### src/rtl/blink_pkg.sv
// Shared constants for the blink sequencer: FSM state encoding and default timing.
package blink_pkg;

    localparam logic [1:0] ST_IDLE = 2'd0;
    localparam logic [1:0] ST_PLAY = 2'd1;
    localparam logic [1:0] ST_GAP  = 2'd2;

    // 2^21 cycles at 16 MHz gives roughly 131 ms per pattern bit.
    localparam int DEF_TICK_DIV  = 2097152;
    localparam int DEF_GAP_TICKS = 7;

endpackage

### src/rtl/tick_prescaler.sv
// Divides CLK down to a single-cycle tick every DIV cycles while enabled.
module tick_prescaler #(
    parameter int DIV = 4
) (
    input  logic CLK,
    input  logic RST,
    input  logic en,
    output logic tick
);

    localparam int CW = (DIV > 1) ? $clog2(DIV) : 1;
    localparam logic [CW-1:0] LAST = CW'(DIV - 1);

    logic [CW-1:0] count;

    // Held at zero while disabled so every play starts on a full bit period.
    always_ff @(posedge CLK or posedge RST) begin
        if (RST) begin
            count <= '0;
        end else if (!en) begin
            count <= '0;
        end else if (count == LAST) begin
            count <= '0;
        end else begin
            count <= count + 1'b1;
        end
    end

    assign tick = en && (count == LAST);

endmodule

### src/rtl/blink_sequencer.sv
// Plays a latched on/off pattern MSB-first onto one pin, one bit per prescaled tick,
// with optional repeats separated by a fixed dark gap.
module blink_sequencer
    import blink_pkg::*;
#(
    parameter int MAX_LEN   = 35,
    parameter int LEN_W     = 6,
    parameter int TICK_DIV  = DEF_TICK_DIV,
    parameter int GAP_TICKS = DEF_GAP_TICKS,
    parameter int REP_W     = 4
) (
    input  logic               CLK,
    input  logic               RST,
    input  logic               start,
    input  logic               abort,
    input  logic [MAX_LEN-1:0] pattern,
    input  logic [LEN_W-1:0]   length,
    input  logic [REP_W-1:0]   repeat_count,
    output logic               ready,
    output logic               busy,
    output logic               done,
    output logic               out,
    output logic [LEN_W-1:0]   bit_idx
);

    localparam int GAP_W = (GAP_TICKS > 0) ? $clog2(GAP_TICKS + 1) : 1;
    localparam logic [GAP_W-1:0] GAP_RELOAD = (GAP_TICKS > 0) ? GAP_W'(GAP_TICKS - 1) : '0;

    logic [1:0]         state;
    logic [MAX_LEN-1:0] pat_q;
    logic [LEN_W-1:0]   len_q;
    logic [LEN_W-1:0]   idx;
    logic [REP_W-1:0]   reps;
    logic [GAP_W-1:0]   gap_cnt;
    logic               tick;

    logic [LEN_W-1:0]   len_clamped;
    logic [LEN_W-1:0]   start_idx;
    logic [LEN_W-1:0]   last_idx;
    logic [LEN_W-1:0]   next_idx;

    assign len_clamped = (length > LEN_W'(MAX_LEN)) ? LEN_W'(MAX_LEN) : length;
    assign start_idx   = len_clamped - 1'b1;
    assign last_idx    = len_q - 1'b1;
    assign next_idx    = idx - 1'b1;

    tick_prescaler #(
        .DIV (TICK_DIV)
    ) u_prescaler (
        .CLK  (CLK),
        .RST  (RST),
        .en   (state != ST_IDLE),
        .tick (tick)
    );

    // out is registered and updated on the same edge that moves idx, so the pin
    // changes exactly on bit boundaries. abort takes priority over everything,
    // including a start arriving in the same cycle.
    always_ff @(posedge CLK or posedge RST) begin
        if (RST) begin
            state   <= ST_IDLE;
            pat_q   <= '0;
            len_q   <= '0;
            idx     <= '0;
            reps    <= '0;
            gap_cnt <= '0;
            out     <= 1'b0;
            done    <= 1'b0;
        end else begin
            done <= 1'b0;
            if (abort) begin
                state <= ST_IDLE;
                idx   <= '0;
                out   <= 1'b0;
            end else begin
                case (state)
                    ST_IDLE: begin
                        if (start) begin
                            if (len_clamped == '0) begin
                                done <= 1'b1;
                            end else begin
                                pat_q <= pattern;
                                len_q <= len_clamped;
                                reps  <= repeat_count;
                                idx   <= start_idx;
                                out   <= pattern[start_idx];
                                state <= ST_PLAY;
                            end
                        end
                    end
                    ST_PLAY: begin
                        if (tick) begin
                            if (idx != '0) begin
                                idx <= next_idx;
                                out <= pat_q[next_idx];
                            end else if (reps != '0) begin
                                reps <= reps - 1'b1;
                                if (GAP_TICKS > 0) begin
                                    state   <= ST_GAP;
                                    gap_cnt <= GAP_RELOAD;
                                    out     <= 1'b0;
                                end else begin
                                    idx <= last_idx;
                                    out <= pat_q[last_idx];
                                end
                            end else begin
                                state <= ST_IDLE;
                                out   <= 1'b0;
                                done  <= 1'b1;
                            end
                        end
                    end
                    ST_GAP: begin
                        if (tick) begin
                            if (gap_cnt == '0) begin
                                state <= ST_PLAY;
                                idx   <= last_idx;
                                out   <= pat_q[last_idx];
                            end else begin
                                gap_cnt <= gap_cnt - 1'b1;
                            end
                        end
                    end
                    default: begin
                        state <= ST_IDLE;
                        out   <= 1'b0;
                    end
                endcase
            end
        end
    end

    assign ready   = (state == ST_IDLE);
    assign busy    = ~ready;
    assign bit_idx = idx;

endmodule

### config.mk
export PLATFORM = sky130hd
export DESIGN_NAME = blink_sequencer
export DESIGN_NICKNAME = d
export VERILOG_FILES = /design/src/rtl/blink_pkg.sv /design/src/rtl/tick_prescaler.sv /design/src/rtl/blink_sequencer.sv
export SDC_FILE = /design/constraint.sdc
export NUM_CORES = 1
export LEC_CHECK = 0
export BUFFER_PORTS_ARGS = -buffer_cell sky130_fd_sc_hd__buf_2
export CORE_MARGIN = 8
export CORE_UTILIZATION = 59
export DETAILED_ROUTE_END_ITERATION = 16
export PLACE_DENSITY = 0.85
export SYNTH_ARGS = -nofsm -noshare
export SYNTH_HDL_FRONTEND = slang
export SYNTH_SLANG_ARGS = --single-unit
export TNS_END_PERCENT = 10
### constraint.sdc
create_clock -name CLK -period 3.7 [get_ports CLK]
set_input_delay 0.37 -clock CLK [delete_from_list [all_inputs] [get_ports CLK]]
set_output_delay 0.37 -clock CLK [all_outputs]
set_load 0.01 [all_outputs]
# [After elaboration in Yosys (flattened, before gate mapping)]
# Cells that the tools add are included.
[totals] ff_bits=79 output_inout_bits=10 word_cells=108
[op_classes] add_sub_neg=6 order_cmp=4 eq_ne=17 muxes=53 bitwise_logic=3 n_reduce_logical=16
[op_table] cell="$mux 6" n=8
[op_table] cell="$mux 21" n=2
[op_table] cell="$add 21x1->21 const B" n=1
[op_table] cell="$eq 21x21->1 const B" n=1
[op_table] cell="$lt 6x7->1 const B" n=3
[op_table] cell="$ne 3x3->1 const B" n=7
[op_table] cell="$reduce_and 7->1" n=3
[op_table] cell="$mux 4" n=5
[op_table] cell="$bmux 1 s6" n=3
[op_table] cell="$pmux 6 s3" n=1
[op_table] cell="$sub 6x1->6 const B" n=3
[op_table] cell="$mux 1" n=16
[op_table] cell="$mux 2" n=8
[op_table] cell="$mux 3" n=5
[op_table] cell="$ne 2x2->1 const B" n=7
[op_table] cell="$pmux 4 s2" n=1
[op_table] cell="$reduce_bool 4->1" n=2
[op_table] cell="$gt 6x6->1 const B" n=1
[op_table] cell="$logic_not 6->1" n=1
[op_table] cell="$pmux 2 s3" n=1
[op_table] cell="$pmux 3 s2" n=1
[op_table] cell="$reduce_and 6->1" n=1
[op_table] cell="$reduce_bool 2->1" n=3
[op_table] cell="$reduce_bool 6->1" n=1
[op_table] cell="12 further kinds" n=14

# [Logic depth before layout (Yosys ltp)]
[logic_depth] word_depth=9 ltp_mapped=11

# [Modules after synthesis]
# From an unflattened synthesis, not the netlist that was laid out.
[unflattened] cells_unflattened=454 hier_area_um2=5008.6
[modules_own_cells] mod="blink_sequencer" n_inst=1 cells_each=341 area_each_um2=3912.5
[modules_own_cells] mod="tick_prescaler" n_inst=1 cells_each=113 area_each_um2=1096.1

# [Least setup slack after synthesis]
# OpenSTA, ideal clock, no wires.
[synth_timing] kind="input to register" from="input length[4]" to="register out" arrival_time_ns=2.780 setup_slack_ns=0.799 cell_stages=9 n_path_buf=0 path_cell_list="o31a_1 > nor2_2 > ha_1 > inv_1 > mux4_2 > mux2_2 > o211ai_1 > nand4_1 > a22o_1"
[synth_between] elab_chain_cells=9 word_cells_on_any_way=12
[synth_lines] element="start, declared" line_no="blink_sequencer.sv:17" source="input logic [LEN_W-1:0] length,"
[synth_lines] element="$gt 6x6->1" line_no="blink_sequencer.sv:42" source="assign len_clamped = (length > LEN_W'(MAX_LEN)) ? LEN_W'(MAX_LEN) : length;"
[synth_lines] element="$mux 6 (*)" line_no="blink_sequencer.sv:42"
[synth_lines] element="$sub 6x1->6" line_no="blink_sequencer.sv:43" source="assign start_idx = len_clamped - 1'b1;"
[synth_lines] element="$bmux 1 s6" line_no="blink_sequencer.sv:86" source="out <= pattern[start_idx];"
[synth_lines] element="$mux 1 (not written as such)" line_no="blink_sequencer.sv:86"
[synth_lines] element="$mux 1" line_no="blink_sequencer.sv:79" source="if (len_clamped == '0) begin"
[synth_lines] element="$mux 1" line_no="blink_sequencer.sv:78" source="if (start) begin"
[synth_lines] element="$pmux 1 s3" line_no="blink_sequencer.sv:76" source="case (state)"
[synth_lines] element="$mux 1" line_no="blink_sequencer.sv:71" source="if (abort) begin"
[synth_lines] element="end signal, assigned" line_no="blink_sequencer.sv:86"
[synth_lines] element="end signal, assigned" line_no="blink_sequencer.sv:95" source="out <= pat_q[next_idx];"
[synth_lines] element="end signal, assigned" line_no="blink_sequencer.sv:104" source="out <= pat_q[last_idx];"
[synth_lines] element="end, declared" line_no="blink_sequencer.sv:22" source="output logic out,"
# Every way passes the cells marked *; elsewhere a longest branch is shown, timed or not. The select of a mux whose other input is x is not followed.
# A chain may end at the register's enable or synchronous reset.

# [Worst setup path in the final report]
[layout_timing] from="register len_q[0]" to="register out"
[layout_between] elab_chain_cells=7
[layout_lines] element="start, declared" line_no="blink_sequencer.sv:31" source="logic [LEN_W-1:0] len_q;"
[layout_lines] element="start signal, assigned" line_no="blink_sequencer.sv:83" source="len_q <= len_clamped;"
[layout_lines] element="$sub 6x1->6" line_no="blink_sequencer.sv:44" source="assign last_idx = len_q - 1'b1;"
[layout_lines] element="$bmux 1 s6" line_no="blink_sequencer.sv:118" source="out <= pat_q[last_idx];"
[layout_lines] element="$mux 1 (not written as such)" line_no="blink_sequencer.sv:118"
[layout_lines] element="$mux 1" line_no="blink_sequencer.sv:115" source="if (gap_cnt == '0) begin"
[layout_lines] element="$mux 1" line_no="blink_sequencer.sv:114" source="if (tick) begin"
[layout_lines] element="$pmux 1 s3" line_no="blink_sequencer.sv:76"
[layout_lines] element="$mux 1" line_no="blink_sequencer.sv:71"
[layout_lines] element="end signal, assigned" line_no="blink_sequencer.sv:86"
[layout_lines] element="end signal, assigned" line_no="blink_sequencer.sv:95"
[layout_lines] element="end signal, assigned" line_no="blink_sequencer.sv:118"
# Every way passes these cells. The select of a mux whose other input is x is not followed.

==> results.env <==
WORST_R2R_STARTPOINT='len_q[0]'
POWER_DENSITY_nW_PER_UM2=782
QUANTITY_OF_I_O_BUFFERS_INSERTED_ON_PORTS=58
P_LEAK_nW=2.60
TRITONCTS_CLOCK_TREE='done'
ANTENNA_VIOLATING_NETS_POST_ROUTE=0
SYNTH_NETS=599
ROOT_BUFFER='sky130_fd_sc_hd__clkbuf_8'
MULTI_INPUT_AREA_UM2=2840
STARTING_DENSITY_OF_THE_CORE_PCT=60.8
MIN_PERIOD_PS=3140
HTREEDEPTH=3
GRT.OVERFLOW.TOTAL=0
SYNTH_SEQ_CELLS=79
DIE_EXTENT_IN_X_UM=108
FIRST_GLOBAL_VIAS=4464
SYN_AREA_PER_CELL_UM2=9.32
SYNTH-WARNING-COUNT=0
YOSYS.CELL_TYPES.COUNT=59
INITIALDRTVIOLATIONCOUNT=286
CLOCK_SINK_COUNT=79
RSZ0062_AT_GRT='no'
RUN_STATUS='complete, no violations'
TIMING.CRITICAL_PATH.FANOUT_MAX=10
DETAILEDROUTE.FIRSTPASSITERATIONCOUNT=7
POST-ROUTE-UTIL_PCT=68.0
WORSTSETUPSTARTPOINTTYPE='flip-flop'
SETUP_WS_PS=558
NETS=652
TIMING.CLOCK.SKEW_PS=10.5
SLEW_VIOLATIONS=0
VIAS_PER_CELL=6.25
CTS.CLK_SLEW.WORST_PATHS_PS=90
SYN-INSTANCE-COUNT=536
FMAX_MHz=318
CLK_LATENCY_PS=340
GRT_USE_TOTAL_PCT=23.7
NFILLCELLS=672
WORST_EP_ARRIVAL_TIME_PS=3380
FP-ROW-COUNT=33
WIRELENGTH_UM=13400
SYNTHARSTFLOPSHARE_PCT=100
FINALWEIGHTEDCONGESTION=0.951
WORSTSETUPENDPOINT='out'
DIE_AREA_UM2=11700
REQUIRED_TIME_OF_THE_WORST_SETUP_PATH_PS=3940
END_KIND='flip-flop'
RR_ENDPOINT='out'
DRT-WIRELENGTH-PER-CELL_UM=19.2
MAX_CAP_VIOLATIONS=0
CTS_BUF_COUNT=9
SYNTH_SEQ_AREA_SHARE_PCT=39.6
FRACTION_OF_POST_SYNTHESIS_CELL_AREA_IN_THE_TOP_CELL_TYPE_BY_AREA_PCT=39.6
FINALSETUPTNS_PS=0
SYNTH_AREA_LEADER_CELL='sky130_fd_sc_hd__dfrtp_1'
CTSLONGESTPATHBUFFERS=2
SYNTHTOPCELLSBYAREA='sky130_fd_sc_hd__dfrtp_1, sky130_fd_sc_hd__nand2_1, sky130_fd_sc_hd__mux4_2'
SYN_TO_FINAL_GROWTH_PCT=11.9
CORE_AREA_UM2=8220
TIMING_WORST_SETUP_PATH_TYPE='flip-flop to flip-flop'
DRCVIOLATIONCOUNT=0
FINAL_HOLD_VIOL_COUNT=0
CTS_HOLD_BUFFERS=0
PLACE_WORST_SETUP_SLACK_PS=569
GRT_ANTENNA_BEFORE_REPAIR=0
SEQ_AREA_UM2=1980
WORST_SETUP_PATH_STARTPOINT='len_q[0]'
ANTENNA-DIODE-COUNT=0
TIGHTEST_SLEW_PS=994
HPWL_UM=10200
RRSETUPSLACK_PS=560
POST_CTS.RESIZED_INSTANCES=0
IOPINCOUNT=59
YOSYS_MOST_USED_DFF='sky130_fd_sc_hd__dfrtp_1'
GRT_MAX_DEGREE=80
R2R_CELLS=9
NUMBER_OF_FLOPS_MAPPED_TO_ENABLE_CELLS_BY_YOSYS=0
WORST_HOLD_PATH_TYPE='primary input to flip-flop'
POST_CTS.REPAIR.SETUP_BUFFERS=0
FINAL-SETUP-VIOL-COUNT=0
POST_ROUTE_CELLS_DRIVE_ABOVE_1_SHARE_PCT=20.9
POST-ROUTE-PERIOD-UTIL_PCT=84.9
WIRE_LENGTH_OF_THE_FIRST_GLOBAL_ROUTING_PASS_UM=22200
DIE_H_UM=108
SLEW-LIMIT-HEADROOM_PCT=33.7
IR_DROP_mV=0.396
VIA_COUNT=4367
SYNTH.CELL_AREA_UM2=4990
MIN_HOLD_SLACK_PS=236
cells by family (layout without fill, tap and decap cells):
family	Yosys count	in the layout	share of synthesized area, %
AOI/OAI and AO/OA	73	73	10.6
xor gates and xnor gates	28	28	5.29
adders and majority gates	14	14	3.51
buffers and inverters	45	103	3.53
DFF	79	79	39.6
muxes	40	40	13.5
and+or+nand+nor	257	257	24.0
per-stage QoR:
step                cells  area, µm²  total power, mW
finish                699       5590             4.37
global route          699       5590             4.65
CTS                   699       5590             4.34
detailed placement    683       5380             3.63
global placement      683       5380             3.55
floorplan             536       4990             3.04
cells in the final DEF, fill, tap and decap left out, types with 9 or more instances in the layout:
master                     synthesis  layout
sky130_fd_sc_hd__clkbuf_8          0       9
sky130_fd_sc_hd__xor2_1           16      16
sky130_fd_sc_hd__mux2i_1           9       9
sky130_fd_sc_hd__nand2_1         139     139
sky130_fd_sc_hd__dfrtp_1          79      79
sky130_fd_sc_hd__nand3_1          14      14
sky130_fd_sc_hd__ha_1             14      14
sky130_fd_sc_hd__nand4_1           9       9
sky130_fd_sc_hd__o21ai_0          18      18
sky130_fd_sc_hd__nor3_1           14      14
sky130_fd_sc_hd__nor2_1           39      39
sky130_fd_sc_hd__xnor2_1          11      11
sky130_fd_sc_hd__mux2_2           10      10
sky130_fd_sc_hd__mux4_2           21      21
sky130_fd_sc_hd__inv_1            22      21
sky130_fd_sc_hd__buf_2             3      58
per-layer routing:
layer	GRT usage [%]	vias up	routed length, µm
met2	38.8	214	6570
met1	30.8	2117	5500
li1	-	1999	-
met3	4.10	37	992
met4	8.72	0	347
met5	0	-	0
state kept, by name, indices dropped and copies added, names as in the netlist:
name and count:
len_q 6, reps 4, u_prescaler.count 21, pat_q 35, state 2, bit_idx 6
done 1, out 1, gap_cnt 3
critical path, cell delays in order (launching register included):
cell and delay, ps:
sky130_fd_sc_hd__dfrtp_1 560, sky130_fd_sc_hd__inv_1 210, sky130_fd_sc_hd__ha_1 310, sky130_fd_sc_hd__xor2_4 400
sky130_fd_sc_hd__mux4_2 550, sky130_fd_sc_hd__mux2i_1 170, sky130_fd_sc_hd__a2111oi_0 130, sky130_fd_sc_hd__a2111oi_0 360
sky130_fd_sc_hd__nand4_1 150, sky130_fd_sc_hd__a22o_1 200
worst min-delay path by stage:
stage / from / slack [ps] / end / cells past startpoint
after floorplan: pat_q[17] / 460 / pat_q[17] / 2
after global placement: gap_cnt[1] / 490 / gap_cnt[1] / 1
after detailed placement: gap_cnt[1] / 500 / gap_cnt[1] / 1
after CTS: pattern[34] / 230 / pat_q[34] / 3
after global routing: pattern[19] / 240 / pat_q[19] / 3
final: pattern[22] / 240 / pat_q[22] / 3
cell usage after synthesis (all sizes together), types with 3 or more instances:
cell type	number
mux2i	9
and4	4
nor2	40
clkbuf	19
a2111oi	3
and3	3
xor2	17
nand3b	3
nand2	139
a21oi	9
a211o	3
ha	14
a211oi	4
mux4	21
nand4	11
o21ai	19
and2	3
dfrtp	79
a22o	5
buf	4
nand3	14
nor3	15
xnor2	11
mux2	10
a221oi	4
inv	22
nor3b	5
nor4	3
nor2b	3
or3	3
nand2b	7
o22ai	3
where the power goes:
part | switching [mW] | leakage, nW | internal [mW]
Sequential | 0.351 | 1.01 | 1.17
Combinational | 1.18 | 1.49 | 0.964
Clock | 0.328 | 0.102 | 0.378
cell type report:
type,instances,area share (%)
Sequential cell,79,35.4
Timing Repair Buffer,65,6.14
Inverter,22,1.48
Tap cell,105,2.35
Clock inverter,6,1.52
Multi-Input combinational cell,412,50.9
Clock buffer,10,2.28
No activity file was read; power rests on OpenSTA's default activity.
